<file path="config.mk">
export PLATFORM = sky130hd
export DESIGN_NAME = sound_cmd_fifo_flat
export DESIGN_NICKNAME = d
export VERILOG_FILES = /design/src/rtl/sound_cmd_fifo_if.sv /design/src/rtl/sound_cmd_fifo.sv /design/src/flat_wrapper.sv
export SDC_FILE = /design/constraint.sdc
export NUM_CORES = 1
export LEC_CHECK = 0
export ABC_AREA = 1
export BUFFER_PORTS_ARGS = -buffer_cell sky130_fd_sc_hd__buf_2
export CORE_AREA = 4 4 65 111
export CTS_CLUSTER_SIZE = 30
export DETAILED_ROUTE_END_ITERATION = 16
export DIE_AREA = 0 0 69 115
export SYNTH_ARGS = -nofsm -noshare
export SYNTH_HDL_FRONTEND = slang
export SYNTH_SLANG_ARGS = --single-unit
</file>
<file path="constraint.sdc">
create_clock -name clk -period 6.7 [get_ports clk]
set_clock_uncertainty 0.15 [all_clocks]
set_input_delay 1.005 -clock clk [delete_from_list [all_inputs] [get_ports clk]]
set_output_delay 1.005 -clock clk [all_outputs]
set_load 0.02 [all_outputs]
</file>
<file path="src/rtl/sound_cmd_fifo_if.sv">
// Main-CPU to sound-CPU command channel bus: write strobe/data in, decoded read port,
// IRQ and status flags out.
interface sound_cmd_fifo_if #(
  parameter int DW    = 8,
  parameter int DEPTH = 4
);
  localparam int CW = $clog2(DEPTH + 1);

  logic          wr_n;
  logic [DW-1:0] din;
  logic          rd_cs_n;
  logic          rd_addr;
  logic          rd_done;
  logic [DW-1:0] dout;
  logic          irq_n;
  logic [CW-1:0] count;
  logic          full;
  logic          empty;
  logic          overflow;

  modport master (
    output wr_n, din, rd_cs_n, rd_addr, rd_done,
    input  dout, irq_n, count, full, empty, overflow
  );

  modport slave (
    input  wr_n, din, rd_cs_n, rd_addr, rd_done,
    output dout, irq_n, count, full, empty, overflow
  );
endinterface

</file>
<file path="src/rtl/sound_cmd_fifo.sv">
// Sound command FIFO: queues main-CPU writes, pops on sound-CPU data reads, drives IRQ
// and a {overflow, full, empty, count} status word. DEPTH=1/OVERWRITE=1/IRQ_MODE=1 acts as the old latch.
module sound_cmd_fifo #(
  parameter int DW        = 8,
  parameter int DEPTH     = 4,
  parameter int OVERWRITE = 0,
  parameter int IRQ_MODE  = 0
) (
  input  logic             clk,
  input  logic             RSTn,
  sound_cmd_fifo_if.slave  bus
);
  localparam int CW   = $clog2(DEPTH + 1);
  localparam int PW   = (DEPTH > 1) ? $clog2(DEPTH) : 1;
  localparam int MEMN = 1 << PW;

  function automatic logic [PW-1:0] ptr_inc(input logic [PW-1:0] p);
    return (DEPTH == 1) ? '0 : p + 1'b1;
  endfunction

  function automatic logic [PW-1:0] ptr_dec(input logic [PW-1:0] p);
    return (DEPTH == 1) ? '0 : p - 1'b1;
  endfunction

  logic [DW-1:0] mem [MEMN];

  logic [PW-1:0] wr_ptr_q, wr_ptr_d, rd_ptr_q, rd_ptr_d;
  logic [CW-1:0] count_q, count_d;
  logic          full_q, full_d, empty_q, empty_d;
  logic          ovf_q, ovf_d, pend_q, pend_d, irq_n_q, irq_n_d;
  logic [DW-1:0] dout_q, dout_d, last_q, last_d, hold_q, hold_d;
  logic          wrn_q;

  logic          push, pop, rd_sel, push_acc, ovf_evt, mem_we;
  logic [PW-1:0] mem_idx;
  logic [DW-1:0] head, status;

  assign head     = mem[rd_ptr_q];
  assign push     = !wrn_q && bus.wr_n;
  assign rd_sel   = bus.rd_done && !bus.rd_cs_n;
  assign pop      = rd_sel && !bus.rd_addr && !empty_q;
  // A pop in the same cycle frees a slot, so a full FIFO still accepts the push.
  assign push_acc = push && (!full_q || pop);
  assign ovf_evt  = push && full_q && !pop;

  always_comb begin
    status          = '0;
    status[CW-1:0]  = count_q;
    status[DW-3]    = empty_q;
    status[DW-2]    = full_q;
    status[DW-1]    = ovf_q;
  end

  always_comb begin
    wr_ptr_d = push_acc ? ptr_inc(wr_ptr_q) : wr_ptr_q;
    rd_ptr_d = pop      ? ptr_inc(rd_ptr_q) : rd_ptr_q;
    count_d  = count_q + CW'(push_acc) - CW'(pop);
    full_d   = (count_d == CW'(DEPTH));
    empty_d  = (count_d == '0);
    last_d   = pop ? head : last_q;
    hold_d   = bus.wr_n ? hold_q : bus.din;

    mem_we   = push_acc || (ovf_evt && (OVERWRITE != 0));
    mem_idx  = push_acc ? wr_ptr_q : ptr_dec(wr_ptr_q);

    if (ovf_evt)                     ovf_d = 1'b1;
    else if (rd_sel && bus.rd_addr)  ovf_d = 1'b0;
    else                             ovf_d = ovf_q;

    if (push)                        pend_d = 1'b1;
    else if (rd_sel && !bus.rd_addr) pend_d = 1'b0;
    else                             pend_d = pend_q;

    irq_n_d = (IRQ_MODE != 0) ? !pend_d : empty_d;

    // Empty data reads re-return the last popped command, as the old latch did.
    if (bus.rd_addr)  dout_d = status;
    else if (empty_q) dout_d = last_q;
    else              dout_d = head;
  end

  always_ff @(posedge clk) begin
    if (mem_we) mem[mem_idx] <= hold_q;
  end

  always_ff @(posedge clk or negedge RSTn) begin
    if (!RSTn) begin
      wr_ptr_q <= '0;
      rd_ptr_q <= '0;
      count_q  <= '0;
      full_q   <= 1'b0;
      empty_q  <= 1'b1;
      ovf_q    <= 1'b0;
      pend_q   <= 1'b0;
      irq_n_q  <= 1'b1;
      dout_q   <= '1;
      last_q   <= '1;
      hold_q   <= '0;
      wrn_q    <= 1'b1;
    end else begin
      wr_ptr_q <= wr_ptr_d;
      rd_ptr_q <= rd_ptr_d;
      count_q  <= count_d;
      full_q   <= full_d;
      empty_q  <= empty_d;
      ovf_q    <= ovf_d;
      pend_q   <= pend_d;
      irq_n_q  <= irq_n_d;
      dout_q   <= dout_d;
      last_q   <= last_d;
      hold_q   <= hold_d;
      wrn_q    <= bus.wr_n;
    end
  end

  assign bus.dout     = dout_q;
  assign bus.irq_n    = irq_n_q;
  assign bus.count    = count_q;
  assign bus.full     = full_q;
  assign bus.empty    = empty_q;
  assign bus.overflow = ovf_q;
endmodule

</file>
<file path="src/flat_wrapper.sv">
// flat-port wrapper written by rule: the top's interface ports become plain ports
module sound_cmd_fifo_flat 
#(
  parameter int DW        = 8,
  parameter int DEPTH     = 4,
  parameter int OVERWRITE = 0,
  parameter int IRQ_MODE  = 0
)
  (clk, RSTn, bus_wr_n, bus_din, bus_rd_cs_n, bus_rd_addr, bus_rd_done, bus_dout, bus_irq_n, bus_count, bus_full, bus_empty, bus_overflow);
  sound_cmd_fifo_if #(.DW(DW), .DEPTH(DEPTH)) bus_i ();
  input  logic clk;
  input  logic RSTn;
  input wire logic [$bits(bus_i.wr_n)-1:0] bus_wr_n;
  input wire logic [$bits(bus_i.din)-1:0] bus_din;
  input wire logic [$bits(bus_i.rd_cs_n)-1:0] bus_rd_cs_n;
  input wire logic [$bits(bus_i.rd_addr)-1:0] bus_rd_addr;
  input wire logic [$bits(bus_i.rd_done)-1:0] bus_rd_done;
  output wire logic [$bits(bus_i.dout)-1:0] bus_dout;
  output wire logic [$bits(bus_i.irq_n)-1:0] bus_irq_n;
  output wire logic [$bits(bus_i.count)-1:0] bus_count;
  output wire logic [$bits(bus_i.full)-1:0] bus_full;
  output wire logic [$bits(bus_i.empty)-1:0] bus_empty;
  output wire logic [$bits(bus_i.overflow)-1:0] bus_overflow;
  assign bus_i.wr_n = bus_wr_n;
  assign bus_i.din = bus_din;
  assign bus_i.rd_cs_n = bus_rd_cs_n;
  assign bus_i.rd_addr = bus_rd_addr;
  assign bus_i.rd_done = bus_rd_done;
  assign bus_dout = bus_i.dout;
  assign bus_irq_n = bus_i.irq_n;
  assign bus_count = bus_i.count;
  assign bus_full = bus_i.full;
  assign bus_empty = bus_i.empty;
  assign bus_overflow = bus_i.overflow;
  sound_cmd_fifo #(.DW(DW), .DEPTH(DEPTH), .OVERWRITE(OVERWRITE), .IRQ_MODE(IRQ_MODE)) u_core (.clk(clk), .RSTn(RSTn), .bus(bus_i));
endmodule
</file>
-- Word level (Yosys, flattened, before mapping)
Memories as Yosys holds them, arrays and structs flattened.
Index checks and enable logic that the tools add are counted.
- register bits: 35
- output and inout bits: 15
- memory bits (writable): 32
- word-level logic and storage cells: 41
- input bits: 14
- memories: 1
- memory list (name ; words ; bits a word ; rd ports ; clocked after Yosys merged registers in ; write ports ; RTL line ; text):
    u_core.mem ; 4 ; 8 ; 1 ; 0 ; 1 ; sound_cmd_fifo.sv:25 ; logic [DW-1:0] mem [MEMN];
- equality and inequality tests: 1
- muxes and demuxes: 7
- reduce and logical (&&, ||, !) cells: 17
- add/sub/neg operators: 5
- operators by type and width (kind ; number):
    $mux 8 ; 2
    $logic_and 1x1->1 ; 8
    $logic_not 1->1 ; 6
    $add 2x1->2 const B ; 2
    $mux 1 ; 4
    $add 3x1->3 ; 1
    $eq 3x3->1 const B ; 1
    $logic_not 3->1 ; 1
    $sub 3x1->3 ; 1
    $mux 2 ; 1
    $reduce_bool 2->1 ; 1
    $sub 2x1->2 const B ; 1
    $logic_or 1x1->1 ; 1

-- Depth between registers and ports, before layout
Gate-level depths: netlist (run 1).
- depth after elaboration: 9
- mapped depth: 12

-- Worst setup path before layout (run 1)
Ideal clock, no wire load.
- kind: input to register
- start point: in bus_rd_addr
- end point: reg u_core.full_q, in the netlist u_core.bus.full
- slack: 3827 ps
- path buffers: 1
- stages: 10
- required time: 6473 ps
- arrival: 2645 ps
- cells stage by stage: nor2_2 > nand3_1 > buf_6 > inv_1 > ha_1 > inv_1 > ha_1 > fa_1 > or2_2 > a21oi_1
- cells in the longest elaborated chain, start to end: 8
- RTL lines (item ; RTL line ; text):
    from (decl) ; flat_wrapper.sv:16 ; input wire logic [$bits(bus_i.rd_addr)-1:0] bus_rd_addr;
    $logic_not 1->1 (*) ; sound_cmd_fifo.sv:41 ; assign pop = rd_sel && !bus.rd_addr && !empty_q;
    $logic_and 1x1->1 (*) (2 in a row) ; sound_cmd_fifo.sv:41 ;
    named net u_core.pop ; sound_cmd_fifo.sv:34 ; logic push, pop, rd_sel, push_acc, ovf_evt, mem_we;
    $logic_or 1x1->1 ; sound_cmd_fifo.sv:43 ; assign push_acc = push && (!full_q || pop);
    $logic_and 1x1->1 ; sound_cmd_fifo.sv:43 ;
    $add 3x1->3 ; sound_cmd_fifo.sv:57 ; count_d = count_q + CW'(push_acc) - CW'(pop);
    $sub 3x1->3 (*) ; sound_cmd_fifo.sv:57 ;
    named net u_core.count_d[1] ; sound_cmd_fifo.sv:28 ; logic [CW-1:0] count_q, count_d;
    $eq 3x3->1 (*) ; sound_cmd_fifo.sv:58 ; full_d = (count_d == CW'(DEPTH));
    named net u_core.full_d ; sound_cmd_fifo.sv:29 ; logic full_q, full_d, empty_q, empty_d;
    to (signal assigned) ; sound_cmd_fifo.sv:104 ; full_q <= full_d;
    to (decl) ; sound_cmd_fifo.sv:29 ;
Mark *: on every way through the listed nets, which the timed path passes. The rest lies on a longest branch.
A chain may end at the register's enable or synchronous reset.

-- Worst setup path after layout (run 1)
Same ends and word-level chain as after synthesis.

==> impl_metrics.csv, run 1 <==
group,metric,value,unit
run_status,status,"finished, final reports clean",
clocking,numCtsBuffers,9,
floorplanning,die_y,115,um
synth,yosysWarnings,0,
final_layout,insertedDiodeCount,0,
drt,antenna_left,0,
sta,period_needed,3.43,ns
power_and_ir_drop,power_leakage,0.00142,uW
critical_path,cp.arrival,3.54,ns
floorplanning,coreArea,6280,um2
clocking,cts_setup_buffers,0,
critical_path,cp.required,6.81,ns
placement,gp_congestion,0.782,
placement,dp_hpwl,3570,um
grt,antenna_found_initial,0,
sta,hold_violations,0,
worst_hold_path,min_to,"u_core.last_q[3]",
clocking,cts-resized-gates,0,
synth,ys_seq_area_share,67.3,%
synth,syn_nets,277,
worst_hold_path,min_path_type,"reg2reg",
drt,met2WireLength,2650,um
power_and_ir_drop,power.total,1320,uW
final_layout,num-nets-final,306,
sta,tightest_slew,0.788,ns
worst_hold_path,min_from,"u_core.last_q[3]",
drt,wl_met3,262,um
critical_path,endpoint_kind,"register",
synth,synthesis.area,2760,um2
sta,rsz0062_at_grt,"no",
placement,place_ws,2.93,ns
floorplanning,pin_count,29,
floorplanning,dieArea,7940,um2
grt,globalRouteTotalUtil,14.6,%
drt,drt_iter0_drc,68,
grt,grt_pass1_vias,1751,
sta,finalSetupTns,0,ns
drt,via_count,1769,
critical_path,timing.rr.end,"u_core.bus.full",
floorplanning,start_util,44.0,%
final_layout,stdcell_area,3120,um2
drt,wl_per_cell,13.5,um
synth,netlist_top_cells_count,"nand2_1, edfxtp_1, nand3_1",
drt,drt-pass1-iter-count,4,
drt,top_layer,"met4",
synth,syn_area_per_cell,10.6,um2
sta,hold_ws,0.323,ns
floorplanning,rows,38,
clocking,cts_hold_buf,0,
placement,io_buffers,28,
clocking,cts_buffer_depth,2,
final_layout,drive_above_1_share,23.5,%
clocking,cts_root_buf,"clkbuf_8",
power_and_ir_drop,power_density,422,nW/um2
sta,fmax,292,MHz
clocking,cts.sinks,67,
synth,synth_edf_count,32,
final_layout,area_growth,12.8,%
synth,yosysUniqueCellTypes,27,
sta,maxSlewViolCount,0,
critical_path,r2r_cells,9,
power_and_ir_drop,vdd_drop_max,0.000162,V
clocking,tritoncts,"done",
synth,synth_seq_cells,67,
sta,period_share,51.1,%
clocking,cts.clk_slew.worst_paths,0.07,ns
clocking,clk_latency,0.34,ns
sta,setup_violations,0,
critical_path,crit_path_max_fanout,20,
drt,via_per_inst,4.73,
placement,placed_area,2930,um2
critical_path,path_class,"in2reg",
drt,wl_met1,1960,um
critical_path,reg2reg_from,"u_core.bus.empty",
synth,synth_most_common_cell,"nand2_1",
worst_hold_path,holdPathStages,2,
synth,synth_area_leaders,"edfxtp_1, dfstp_2, dfrtp_1",
drt,route.detailed.drc,0,
synth,async_reset_ff_share,52.2,%
critical_path,reg2reg_setup_slack,3.66,ns
flow_run,drv_cap,0,
synth,synth_top_area_share,34.8,%
clocking,htree_num_levels,3,
grt,grt_max_degree,36,
synth,synth_cells,260,
critical_path,cp-start-kind,"primary input",
synth,synth_top_area_cell,"edfxtp_1",
drt,routed_wl,5040,um
grt,grt_overflow_total,0,
sta,fin_ws,3.27,ns
grt,grt_pass1_wl,8580,um
sta,maxSlewHeadroom,47.3,%
floorplanning,chipWidth,69,um
synth,synth-main-ff-cell,"edfxtp_1",
-- kinds of logic (layout without fill, tap and decap cells) --
| family | after synthesis | count (layout) | synth area share [%] |
|---|---|---|---|
| adder cells (fa/ha/maj) | 3 | 3 | 1.63 |
| XOR/XNOR | 3 | 3 | 0.951 |
| AND/OR/NAND/NOR | 147 | 147 | 22.7 |
| buffers and inverters | 25 | 59 | 4.75 |
| flip-flops | 67 | 67 | 67.3 |
| AO/OA/AOI/OAI | 15 | 15 | 2.72 |
-- registers in the layout (all words and copies together) (netlist names) --
name,flops
u_core.bus.count,3
u_core.bus.dout,8
u_core.bus.empty,1
u_core.bus.full,1
u_core.bus.overflow,1
u_core.hold_q,8
u_core.last_q,8
u_core.mem,32
u_core.rd_ptr_q,2
u_core.wr_ptr_q,2
u_core.wrn_q,1
-- worst max-delay path by stage --
stage	from	to	slack [ns]	cells past startpoint
CTS	bus_rd_addr	u_core.bus.full	3.29	10
global placement	bus_rd_addr	u_core.bus.full	3.07	10
detailed placement	bus_rd_addr	u_core.bus.full	2.93	10
global route	bus_rd_addr	u_core.bus.full	3.11	10
finish	bus_rd_addr	u_core.bus.full	3.27	10
floorplan	bus_rd_addr	u_core.bus.full	3.83	10
-- worst max-delay path: stages --
cell and delay (ns):
buf_2 0.17, nor2_2 0.14, nand3_1 0.56, inv_1 0.30, ha_1 0.27, inv_1 0.05
ha_1 0.16, fa_1 0.44, or2_2 0.32, a21oi_1 0.12
-- per-stage QoR --
step                instances  utilization [%]
floorplan                 260                -
global placement          358             46.7
detailed placement        358             46.7
CTS                       374             49.7
global route              374             49.7
finish                    374             49.7
-- layout make-up --
class | instances | area (um2)
Fill cell | 610 | 3160
Sequential cell | 67 | 1860
Multi-Input combinational cell | 168 | 773
Timing Repair Buffer | 28 | 140
Clock buffer | 11 | 131
Tap cell | 80 | 100
Inverter | 15 | 58.8
Clock inverter | 5 | 53.8
-- per-layer routing --
metal / vias to the layer above / global-route usage, %
met5: - / 0
met4: 0 / 10.3
met3: 14 / 5.95
met2: 49 / 24.7
met1: 805 / 14.3
li1: 901 / -
-- where the power goes --
part	switching, uW	total, uW	internal [uW]
combinational	237	362	124
clock	143	313	170
sequential	78.8	642	563
-- cells in the final DEF, fill, tap and decap left out, types with 2 or more instances in the layout --
cell	instances
a21oi_1	3
buf_2	28
dfrtp_1	17
nand2_1	103
o21ai_1	6
clkinv_1	2
inv_1	12
dfstp_2	18
ha_1	2
nor2_2	2
clkbuf_1	2
xor2_1	2
inv_2	2
nand3_1	22
edfxtp_1	32
clkbuf_8	9
o21ai_0	6
nor2_1	14
(Power assumes the default switching activity.)
==> run 2, diff against run 1 <==
- ABC_AREA: 1 -> 0
- CORE_AREA: 4 4 65 111 -> 4 4 63 108
- DIE_AREA: 0 0 69 115 -> 0 0 67 112
- clock period: 6.7 -> 3 ns (I/O delays scaled with it)
==> run 2 against run 1 <==
Against the previous run: global-route usage down 1.4 points; worst setup slack got worse by 2.8 ns; non-clock buffer count grew 3; synthesized area decreased by 6.0%; via count is 22% lower; die area decreased by 5.4%; count of clock-buffer cells in the layout increased by 2; final cell count is 24% lower; clock power is 130% higher; first-iteration DRC count up 1.5%; critical endpoint unchanged; largest cell class unchanged.
==> impl_metrics.csv, run 2 <==
group,metric,value,unit
power_and_ir_drop,vdd_drop_max,0.000399,V
synth,syn_nets,183,
placement,dp_hpwl,3130,um
critical_path,cp.arrival,2.60,ns
clocking,numCtsBuffers,9,
clocking,cts-resized-gates,0,
clocking,cts.clk_slew.worst_paths,0.07,ns
final_layout,drive_above_1_share,39.8,%
final_layout,final_common_cell,"nand2_1",
power_and_ir_drop,power_leakage,0.00123,uW
drt,antenna_left,0,
flow_run,drv_cap,0,
synth,synth_mux_area_share,10.4,%
final_layout,num-nets-final,218,
floorplanning,rows,37,
floorplanning,dieArea,7500,um2
sta,maxSlewHeadroom,48.0,%
drt,route.detailed.drc,0,
clocking,clk_latency,0.33,ns
final_layout,top_register,"u_core.mem",
grt,grt_pass1_wl,7090,um
sta,setup_violations,0,
floorplanning,coreArea,5880,um2
synth,async_reset_ff_share,52.2,%
final_layout,largest_reg_flops,32,
placement,io_buffers,28,
synth,yosysWarnings,0,
sta,fmax,399,MHz
synth,synth_top_area_share,37.0,%
sta,maxSlewViolCount,0,
critical_path,r2r_cells,8,
critical_path,reg2reg_from,"u_core.bus.empty",
critical_path,crit_path_max_fanout,13,
drt,drt_iter0_drc,69,
critical_path,timing.rr.end,"u_core.bus.full",
critical_path,path_class,"reg2reg",
drt,routed_wl,4320,um
synth,synth_compound_area_share,3.32,%
synth,synth_most_common_cell,"nand2_1",
floorplanning,chipWidth,67,um
sta,tightest_slew,0.780,ns
drt,drt-pass1-iter-count,4,
sta,hold_violations,0,
synth,synthAdderAreaFrac,1.73,%
final_layout,mostFrequentLayoutCells,"nand2_1, edfxtp_1, buf_2, dfstp_2, dfrtp_1",
drt,via_per_inst,4.85,
sta,rsz0062_at_grt,"no",
synth,synth_cells,166,
synth,synth_area_leaders,"edfxtp_1, dfstp_2, dfrtp_1",
clocking,cts.sinks,67,
synth,synthSimpleGateAreaFrac,8.57,%
synth,synth_edf_count,32,
placement,gp_congestion,0.783,
drt,wl_per_cell,15.2,um
clocking,cts_hold_buf,0,
final_layout,insertedDiodeCount,0,
critical_path,reg2reg_setup_slack,0.49,ns
critical_path,endpoint_kind,"register",
sta,period_needed,2.51,ns
clocking,cts_root_buf,"clkbuf_8",
clocking,tritoncts,"done",
worst_hold_path,min_path_type,"in2async",
clocking,htree_num_levels,3,
clocking,cts_setup_buffers,0,
run_status,status,"finished, final reports clean",
synth,synth_seq_cells,67,
synth,synth-main-ff-cell,"edfxtp_1",
drt,via_count,1377,
sta,period_share,83.6,%
grt,grt_pass1_vias,1478,
synth,syn_area_per_cell,15.6,um2
floorplanning,start_util,44.2,%
grt,grt_max_degree,36,
clocking,cts_buffer_depth,2,
grt,globalRouteTotalUtil,13.2,%
floorplanning,pin_count,29,
grt,grt_overflow_total,0,
synth,synthesis.area,2600,um2
sta,hold_ws,0.0467,ns
final_layout,area_growth,16.1,%
synth,ys_seq_area_share,71.6,%
synth,synth_top_area_cell,"edfxtp_1",
sta,finalSetupTns,0,ns
synth,synth_xor_area_share,2.02,%
synth,synth_top_family_by_area,"multiplexers",
grt,antenna_found_initial,0,
synth,yosysUniqueCellTypes,30,
floorplanning,die_y,112,um
synth,netlist_top_cells_count,"nand2_1, edfxtp_1, dfstp_2",
critical_path,cp.required,3.10,ns
critical_path,cp-start-kind,"register",
power_and_ir_drop,power_density,943,nW/um2
[run 2: cell count changes in the layout (fill, tap and decap cells not counted), sizes merged, moves of 5 or more]
cell	previous run	this run
a22oi	0	5
inv	15	6
mux2	0	8
mux4	0	8
nand2	105	39
nand3	23	0
nor2	17	1
o21ai	12	2
[run 2: logic make-up after synthesis]
family                   Yosys count
flip-flops                        67
AND/OR/NAND/NOR                   50
multiplexers                      16
buffers and inverters             13
AO/OA/AOI/OAI                     11
XOR/XNOR                           6
adder cells (fa/ha/maj)            3
[run 2: power by group]
| part | internal, uW | total [uW] | switching [uW] |
|---|---|---|---|
| Clock | 426 | 732 | 306 |
| Sequential | 1270 | 1440 | 171 |
| Combinational | 310 | 678 | 368 |
| Total | 2000 | 2850 | 845 |
[run 2: worst max-delay path by stage]
stage	from	end	slack (ns)	cells past startpoint
3_3_place_gp	bus_rd_addr	u_core.bus.full	0.34	9
4_1_cts	u_core.bus.empty	u_core.bus.full	0.48	8
3_5_place_dp	bus_rd_addr	u_core.bus.full	0.22	9
5_1_grt	u_core.bus.empty	u_core.bus.full	0.37	8
2_1_floorplan	bus_rd_addr	u_core.bus.full	0.43	9
6_report	u_core.bus.empty	u_core.bus.full	0.49	8
[run 2: final cells by class]
| cell class | instances | area, um2 |
|---|---|---|
| Tap cell | 78 | 97.6 |
| Inverter | 6 | 22.5 |
| Fill cell | 527 | 2860 |
| Multi-Input combinational cell | 86 | 677 |
| Clock inverter | 3 | 38.8 |
| Clock buffer | 13 | 159 |
| Timing Repair Buffer | 31 | 163 |
| Sequential cell | 67 | 1860 |
[run 2: routing by layer]
layer / global-route usage, % / vias to the layer above / wire length (um)
met5: 0 / - / 0
met2: 21.9 / 38 / 2310
met3: 4.44 / 7 / 252
met1: 14.2 / 677 / 1660
li1: - / 655 / -
met4: 7.32 / 0 / 101
[run 2: metrics by stage]
stage	worst slack [ns]	cell area [um2]	total power, uW	std cells	util [%]
after floorplan	0.429	2600	1930	166	-
after global placement	0.337	2820	2120	268	47.9
after detailed placement	0.222	2820	2150	268	47.9
after CTS	0.475	3020	2890	284	51.3
after global routing	0.374	3020	3020	284	51.3
final	0.492	3020	2850	284	51.3
[run 2: worst max-delay path, cell delays in order (launching register included)]
cell and delay [ns]:
dfstp_2 0.40, or4b_4 0.60, inv_2 0.09, ha_1 0.12
inv_1 0.04, ha_1 0.18, fa_1 0.38, xnor2_1 0.25
nor3b_1 0.21
